<file path="src/rtl/fir_stim_pkg.sv">
// fir_stim_pkg: shared state encoding and control-word layout for the FIR stimulus driver.
package fir_stim_pkg;
  typedef enum logic [1:0] {IDLE, LOAD, FLUSH} state_t;
  localparam int CTRL_EN_BIT = 0;
  localparam int CTRL_SEL_LSB = 1;
  localparam int CTRL_COEFF_LSB = 3;
  localparam int COEFF_W = 5;
  function automatic logic [7:0] ctrl_word(input logic [COEFF_W-1:0] c, input logic [1:0] s);
    return (8'(c) << CTRL_COEFF_LSB) | (8'(s) << CTRL_SEL_LSB) | (8'd1 << CTRL_EN_BIT);
  endfunction
endpackage

</file>
<file path="src/rtl/fir_stim_fifo.sv">
// fir_stim_fifo: sample buffer; DEPTH=1 degenerates to a single holding register.
module fir_stim_fifo #(
  parameter int W = 8,
  parameter int DEPTH = 1
) (
  input  logic         clk,
  input  logic         rst_n,
  input  logic         push,
  input  logic [W-1:0] din,
  input  logic         pop,
  output logic [W-1:0] dout,
  output logic         full,
  output logic         empty
);
  localparam int AW = DEPTH > 1 ? $clog2(DEPTH) : 1;
  localparam int CW = $clog2(DEPTH + 1);
  logic [W-1:0] mem [DEPTH];
  logic [AW-1:0] rd, wr;
  logic [CW-1:0] cnt;
  function automatic logic [AW-1:0] nxt(input logic [AW-1:0] p);
    return (p == AW'(DEPTH - 1)) ? '0 : p + 1'b1;
  endfunction
  assign dout = mem[rd];
  assign full = cnt == CW'(DEPTH);
  assign empty = cnt == '0;
  always_ff @(posedge clk or negedge rst_n)
    if (!rst_n) begin
      rd <= '0;
      wr <= '0;
      cnt <= '0;
    end else begin
      rd <= pop ? nxt(rd) : rd;
      wr <= push ? nxt(wr) : wr;
      cnt <= cnt + CW'(push) - CW'(pop);
    end
  always_ff @(posedge clk)
    if (push) mem[wr] <= din;
endmodule

</file>
<file path="src/rtl/fir_stim_driver.sv">
// fir_stim_driver: loads FIR coefficients, flushes the delay line, then streams samples.
// FIR_STIM_FIFO_EN selects a 4-entry sample FIFO instead of a single holding register.
module fir_stim_driver #(
  parameter int NUM_COEFF = 4,
  parameter int SIZE = 8,
  parameter int COEFF_W = fir_stim_pkg::COEFF_W
) (
  input  logic                         clk,
  input  logic                         rst_n,
  input  logic                         cfg_valid,
  input  logic [NUM_COEFF*COEFF_W-1:0] cfg_coeffs,
  output logic                         cfg_ready,
  input  logic                         s_valid,
  input  logic [SIZE-1:0]              s_data,
  output logic                         s_ready,
  output logic [7:0]                   fir_ctrl,
  output logic [SIZE-1:0]              fir_sample,
  output logic                         fir_shift_en,
  output logic                         busy
);
  import fir_stim_pkg::*;
`ifdef FIR_STIM_FIFO_EN
  localparam int DEPTH = 4;
`else
  localparam int DEPTH = 1;
`endif
  if (NUM_COEFF < 1 || NUM_COEFF > 4) begin : g_bad_num
    $error("NUM_COEFF must be in 1..4");
  end
  if (COEFF_W != fir_stim_pkg::COEFF_W) begin : g_bad_w
    $error("COEFF_W is fixed by the control-word layout");
  end
  state_t state;
  logic [1:0] idx, nidx;
  logic [NUM_COEFF*COEFF_W-1:0] coeffs;
  logic [SIZE-1:0] head;
  logic idle, empty, full, pop, push, bypass, last;
  assign idle = state == IDLE;
  assign pop = idle && !empty;
  assign cfg_ready = idle && empty;
  assign s_ready = !full || pop;
  assign busy = !idle || !empty;
  // an empty idle buffer forwards the sample directly so latency stays one cycle
  assign bypass = idle && empty && s_valid && !cfg_valid;
  assign push = s_valid && s_ready && !bypass;
  assign last = idx == 2'(NUM_COEFF - 1);
  assign nidx = idx + 2'd1;
  fir_stim_fifo #(.W(SIZE), .DEPTH(DEPTH)) u_fifo (
    .clk(clk), .rst_n(rst_n), .push(push), .din(s_data), .pop(pop),
    .dout(head), .full(full), .empty(empty)
  );
  always_ff @(posedge clk or negedge rst_n)
    if (!rst_n) begin
      state <= IDLE;
      idx <= '0;
      coeffs <= '0;
      fir_ctrl <= '0;
      fir_sample <= '0;
      fir_shift_en <= 1'b0;
    end else begin
      case (state)
        IDLE:
          if (cfg_valid && cfg_ready) begin
            coeffs <= cfg_coeffs;
            idx <= '0;
            fir_ctrl <= ctrl_word(cfg_coeffs[COEFF_W-1:0], 2'd0);
            fir_shift_en <= 1'b0;
            state <= LOAD;
          end else begin
            fir_ctrl <= '0;
            fir_shift_en <= pop || bypass;
            fir_sample <= pop ? head : bypass ? s_data : fir_sample;
          end
        LOAD:
          if (last) begin
            idx <= '0;
            fir_ctrl <= '0;
            fir_sample <= '0;
            fir_shift_en <= 1'b1;
            state <= FLUSH;
          end else begin
            idx <= nidx;
            fir_ctrl <= ctrl_word(coeffs[int'(nidx)*COEFF_W +: COEFF_W], nidx);
          end
        FLUSH:
          if (last) begin
            idx <= '0;
            fir_shift_en <= 1'b0;
            state <= IDLE;
          end else idx <= nidx;
        default: state <= IDLE;
      endcase
    end
endmodule

</file>
<file path="config.mk">
export PLATFORM = sky130hd
export DESIGN_NAME = fir_stim_driver
export DESIGN_NICKNAME = d
export VERILOG_FILES = /design/src/rtl/fir_stim_pkg.sv /design/src/rtl/fir_stim_fifo.sv /design/src/rtl/fir_stim_driver.sv
export SDC_FILE = /design/constraint.sdc
export NUM_CORES = 1
export LEC_CHECK = 0
export CAP_MARGIN = 20
export CORE_MARGIN = 10
export CORE_UTILIZATION = 25
export DETAILED_ROUTE_END_ITERATION = 7
export PLACE_DENSITY_LB_ADDON = 0.2
export REMOVE_ABC_BUFFERS = 1
export SYNTH_ARGS = -nofsm -noshare
export SYNTH_HDL_FRONTEND = slang
export SYNTH_HIERARCHICAL = 1
export SYNTH_SLANG_ARGS = --single-unit
export TNS_END_PERCENT = 100
</file>
<file path="constraint.sdc">
create_clock -name clk -period 4 [get_ports clk]
set_input_delay 0.8 -clock clk [delete_from_list [all_inputs] [get_ports clk]]
set_output_delay 0.8 -clock clk [all_outputs]
set_load 0.02 [all_outputs]
</file>
==> metrics.md, run 1 <==
| Metric | Value |
|---|---|
| Outcome | `complete, no violations` |
| Sequential share of the synthesized area | `55.4%` |
| Fill count | `932` |
| Crit path launch type | `flip-flop` |
| CP max-delay cell | `clkdlybuf4s50_1` |
| Ys flop type | `dfrtp_1` |
| CTS Buf Count | `5` |
| Final Hold Vio Count | `0` |
| Most frequent cell after synthesis | `dfrtp_1` |
| Synth Warn # | `6` |
| Average size of a mapped cell | `12.4 um^2` |
| CTS tree | `yes` |
| Worst EP required | `3200 ps` |
| Ant. Diodes | `0` |
| Worst hold path class | `primary input to async pin` |
| Fin. max-slew vios | `0` |
| Root buffer cell | `clkbuf_8` |
| Clock H-tree levels | `2` |
| Clock transition at the registers of the reported paths | `100 ps` |
| Die height | `117 um` |
| Period utilization | `76.4%` |
| Global-route wire length before repair | `8.97 mm` |
| Vias | `1,580` |
| Die W | `117 um` |
| Setup slack after layout | `944 ps` |
| Design Area, Final | `3070 um^2` |
| Crit path capture type | `output pin` |
| Synth Instances | `188` |
| Initial Utilization | `25.5%` |
| PortBufs | `51` |
| WL/cell | `15.7 um` |
| Top cells by area, synth | `dfrtp_1, mux2_2, edfxtp_1` |
| Number of global-route vias before repair | `1,714` |
| Overflow left after global routing | `0` |
| FP Rows | `35` |
| Io pins | `52` |
| Post-synth EDFFs | `8` |
| Count of state elements after synthesis | `50` |
| Synth cell count leaders | `dfrtp_1, mux2_2, nand2_1, a21oi_1, mux2i_1` |
| Post-DP HPWL | `3.94 mm` |
| Crit path largest cell delay | `620 ps` |
| Crit path time final | `3060 ps` |
| Die ar. | `13,600 um^2` |
| Fmax | `327 MHz` |
| Slew @ Worst Pin | `782 ps` |
| Initial antenna violation count | `0` |
| Finish-stage setup viols | `0` |
| LEAKAGE | `1.30 nW` |
| Skew-Pair Late Insertion Delay | `310 ps` |
| Share of layout cells above drive strength 1 | `18.3%` |
| Slew headroom | `47.8%` |
| Post-route setup TNS | `0 ps` |
| Synth area leader | `dfrtp_1` |
| Clock Path Buffers | `2` |
| Core area | `9150 um^2` |
| DR pass1 iterations | `4` |
| Max_cap viols | `0` |
| DRT Wirelength | `5.53 mm` |
| Area share of the largest cell type after synthesis | `45.1%` |
| Delay-heaviest family, CP | `buffers and inverters` |
| Final Util | `33.5%` |
| Final net count | `278` |
| Post-Syn Area | `2330 um^2` |
| Hold-fix buffers, CTS | `0` |
| # resized after CTS | `0` |
| Largest net degree at the start of global routing | `43` |
| Cell Area, Placed | `2940 um^2` |
| Tot GR Track Use | `8.36%` |
| Pwr dens | `842 nW/um^2` |
| Dpl ws | `1270 ps` |
| Worst EP arrival | `2260 ps` |
| RSZ-0062 raised after global routing | `no` |
| Average via count per standard cell | `4.49` |
| Number of setup buffers added after CTS | `0` |
| Antenna viol nets, final | `0` |
| DRC viols | `0` |
| Critical path, cell by cell | `inv_1 > ha_1 > buf_4 > nand2b_1 > nand2_1 > clkdlybuf4s50_1` |
| Clock skew | `14.5 ps` |
| Initial DRC count | `46` |
| Asr flop ratio synth | `84.0%` |
| Area grow syn2layout | `31.6%` |
| Buf/Inv on CP | `3` |
| CTS sink count | `50` |
| Synth cell types | `27` |
| CP Max Fanout | `17` |
| RePlAce Congestion | `0.747` |
| Maximum VDD drop | `0.000262 V` |
| Kind of critical path | `flip-flop to output pin` |
==> layout by cell type (no fill, tap or decap), types with 2 or more instances in the layout <==
cell,synthesis,final
a21oi_1,17,17
a22o_1,3,3
and2_1,2,2
buf_4,4,2
clkbuf_8,0,5
clkdlybuf4s50_1,0,50
dfrtp_1,42,42
edfxtp_1,8,8
ha_1,6,6
inv_1,5,5
mux2_2,30,30
mux2i_1,12,12
nand2_1,27,27
nand2b_1,3,3
nor2_1,4,4
o22a_1,5,5
o22ai_1,5,5
==> per-stage QoR <==
step,power (mW),std cells,hold WS (ps)
3_3_place_gp,2.26,343,489
6_report,2.58,352,467
3_5_place_dp,2.28,343,495
2_1_floorplan,1.81,179,477
5_1_grt,2.79,352,478
4_1_cts,2.62,351,518
==> cell families after synthesis <==
logic type                 after synthesis  synth area share [%]
AOI/OAI and AO/OA                       36                  10.6
xor gates and xnor gates                 1                  1.02
adders and majority gates                6                  3.22
buffers and inverters                   15                  3.27
DFF                                     50                  55.4
muxes                                   42                  19.6
and+or+nand+nor                         38                  6.87
==> registers in the layout, indices dropped and copies added (netlist names) <==
signal / flops
u_fifo/mem: 8
coeffs: 20
u_fifo/full: 1
idx: 2
fir_sample: 8
fir_shift_en: 1
fir_ctrl: 8
state: 2
==> worst reg2reg max path, stage by stage (launching register included) <==
cell      delay [ps]
dfrtp_1          430
inv_1            110
ha_1             680
nor2_1           250
a311oi_4         610
mux2_2           400
==> layer usage <==
metal	track usage [%]	vias up	wire (um)
met3	3.80	5	513
li1	-	764	-
met1	11.3	764	2620
met4	1.73	0	34
met2	12.0	47	2370
met5	0	-	0
==> power by group <==
part	leakage (nW)	switching (mW)	internal [mW]
sequential	0.586	0.125	0.760
clock	0.0539	0.167	0.162
combinational	0.657	0.680	0.688
==> path summary, 6_finish.rpt <==
path	startpoint	to	slack, ps	depth (start not counted)
worst max-delay path	state[1]	s_ready	940	6
worst min-delay path	rst_n	coeffs[0]	470	1
worst max register to register	state[1]	fir_sample[6]	1400	5
worst min register to register	fir_sample[1]	fir_sample[1]	510	1
max in group asynchronous	rst_n	u_fifo/full	3030	2
min in group clk	fir_sample[1]	fir_sample[1]	510	1
==> cell type report <==
type                    count  area (um^2)  share of cell area, %
clock buffers               7         97.6                   3.18
inverters                   6         22.5                  0.734
multi-input cells         123          965                   31.4
well taps                 111          139                   4.53
flip-flops and latches     50         1290                   42.1
clock inverters             1         6.26                  0.204
repair buffers             54          548                   17.9
Power figures use the tool's default switching activity.
==> inputs of run 2 (changes only) <==
==> constraint.sdc (replaced) <==
create_clock -name clk -period 2.9 [get_ports clk]
set_input_delay 0.58 -clock clk [delete_from_list [all_inputs] [get_ports clk]]
set_output_delay 0.58 -clock clk [all_outputs]
set_load 0.02 [all_outputs]
==> metrics.md, run 2 (synthesis gave the netlist of run 1 again) <==
| Metric | Value |
|---|---|
| Commonest non-fill, non-tap cell in the layout | `clkdlybuf4s50_1` |
| Global-route wire length before repair | `8.93 mm (-0.47%)` |
| Skew-Pair Late Insertion Delay | `300 ps (about the same)` |
| Final net count | `281 (+1.1%)` |
| Fmax | `410 MHz` |
| Area grow syn2layout | `32.8%` |
| Period utilization | `84.0%` |
| Setup slack after layout | `463 ps (-481 ps)` |
| Placed cells | `346 (+0.87%)` |
| CP max-delay cell | `clkdlybuf4s50_1` |
| Worst hold path class | `primary input to async pin` |
| Register area | `1290 um^2 (unchanged)` |
| Final Hold Vio Count | `0 (unchanged)` |
| Pwr dens | `1170 nW/um^2 (+39%)` |
| PortBufs | `51 (unchanged)` |
| FP Rows | `35 (unchanged)` |
| Crit path time final | `2440 ps` |
| DRT Wirelength | `5.61 mm (+1.3%)` |
| Antenna viol nets, final | `0 (unchanged)` |
| CP dominant cell by count | `inv_1` |
| Post-route setup TNS | `0 ps (unchanged)` |
| Reg2reg path depth | `6 (+1)` |
| Tot GR Track Use | `8.36% (about the same)` |
| Average via count per standard cell | `4.41 (-1.7%)` |
| Max_cap viols | `0 (unchanged)` |
| Largest register FFs | `20 (unchanged)` |
| Slew headroom | `56.9% (+9.0 points)` |
| Most frequent cells in the layout | `clkdlybuf4s50_1, dfrtp_1, mux2_2, nand2_1, a21oi_1` |
| Fin. max-slew vios | `0 (unchanged)` |
| CTS Buf Count | `5 (unchanged)` |
| Number of setup buffers added after CTS | `0 (unchanged)` |
| Final Non-Filler Cells | `355 (+0.85%)` |
| Clock Path Buffers | `2 (unchanged)` |
| Clock transition at the registers of the reported paths | `100 ps (about the same)` |
| RSZ-0062 raised after global routing | `no` |
| Initial Utilization | `25.5% (unchanged)` |
| Worst r2r dst | `fir_sample[2]` |
| Io pins | `52 (unchanged)` |
| Kind of critical path | `flip-flop to output pin` |
| Die ar. | `13,600 um^2 (unchanged)` |
| Hold-fix buffers, CTS | `0 (unchanged)` |
| Largest net degree at the start of global routing | `43 (unchanged)` |
| DRC viols | `0 (unchanged)` |
| Worst EP required | `2320 ps (-880 ps)` |
| CTS tree | `yes` |
| Share of layout cells above drive strength 1 | `19.7% (+1.4 points)` |
| Core area | `9150 um^2 (unchanged)` |
| DR pass1 iterations | `4 (unchanged)` |
| Slew @ Worst Pin | `647 ps (-135 ps)` |
| Die height | `117 um (unchanged)` |
| Outcome | `complete, no violations` |
| Multi-input logic area | `965 um^2 (unchanged)` |
| Initial DRC count | `52 (+13%)` |
| Maximum VDD drop | `0.000442 V (+69%)` |
| Root buffer cell | `clkbuf_8` |
| Buf/Inv on CP | `3 (unchanged)` |
| Clock H-tree levels | `2 (unchanged)` |
| Crit path launch type | `flip-flop` |
| Reg2reg setup slack | `670 ps (-730 ps)` |
| Critical path, cell by cell | `inv_1 > ha_1 > and2_1 > inv_1 > clkdlybuf4s50_1` |
| Crit path largest cell delay | `600 ps (-20 ps)` |
| CTS sink count | `50 (unchanged)` |
| Number of global-route vias before repair | `1,662 (-3.0%)` |
| Reg-to-reg startpoint | `state[0]` |
| Fill count | `933 (+0.11%)` |
| WL/cell | `15.8 um (+0.48%)` |
| Crit path capture type | `output pin` |
| # resized after CTS | `0 (unchanged)` |
| RePlAce Congestion | `0.736 (-1.5%)` |
| Vias | `1,566 (-0.89%)` |
| Delay-heaviest family, CP | `buffers and inverters` |
| Ant. Diodes | `0 (unchanged)` |
| Overflow left after global routing | `0 (unchanged)` |
| LEAKAGE | `1.31 nW (+1.3%)` |
| Post-DP HPWL | `4.09 mm (+3.6%)` |
| Cell Area, Placed | `2960 um^2 (+0.77%)` |
| Initial antenna violation count | `0 (unchanged)` |
| Dpl ws | `515 ps (-758 ps)` |
| Clock skew | `17.0 ps (+2.53 ps)` |
| Die W | `117 um (unchanged)` |
| CP Max Fanout | `4 (-13)` |
| Design Area, Final | `3100 um^2 (+0.90%)` |
| Finish-stage setup viols | `0 (unchanged)` |
| Worst EP arrival | `1860 ps (-400 ps)` |
| Largest register by flop count | `coeffs` |
[run 2: how the worst max path moves through the flow]
stage | endpoint | slack [ps] | depth (start not counted) | startpoint
floorplan | state[0] | 630 | 5 | state[0]
global placement | fir_sample[2] | 540 | 4 | cfg_valid
detailed placement | fir_sample[2] | 510 | 4 | cfg_valid
CTS | busy | 430 | 5 | state[0]
global route | busy | 310 | 5 | state[0]
finish | busy | 460 | 5 | state[0]
[run 2: area by class of cell]
type                       instances  share of cell area [%]
timing repair buffer              57                    18.2
multi-input combinational        123                    31.2
inverter                           6                   0.727
tap                              111                    4.48
sequential                        50                    41.7
clock inverter                     1                   0.283
clock buffer                       7                    3.47
[run 2: metal layers]
layer	vias to the layer above	track usage [%]	part of all wire [%]	wire, um
met5	-	0	0	0
met1	745	11.6	50	2830
met3	2	3.60	8.5	478
li1	771	-	-	-
met2	48	11.6	41	2280
met4	0	1.98	0.43	24
[run 2: per-stage QoR]
step	hold WS [ps]	utilization [%]	total power, mW
5_1_grt	101	33.8	3.90
2_1_floorplan	284	-	2.50
6_report	102	33.8	3.63
3_5_place_dp	485	32.3	3.19
3_3_place_gp	484	32.3	3.17
4_1_cts	461	33.6	3.69
[run 2: power by group]
group / switching, mW / leakage [nW] / internal, mW
clock network: 0.238 / 0.0600 / 0.249
logic: 0.952 / 0.668 / 0.973
registers: 0.167 / 0.586 / 1.05
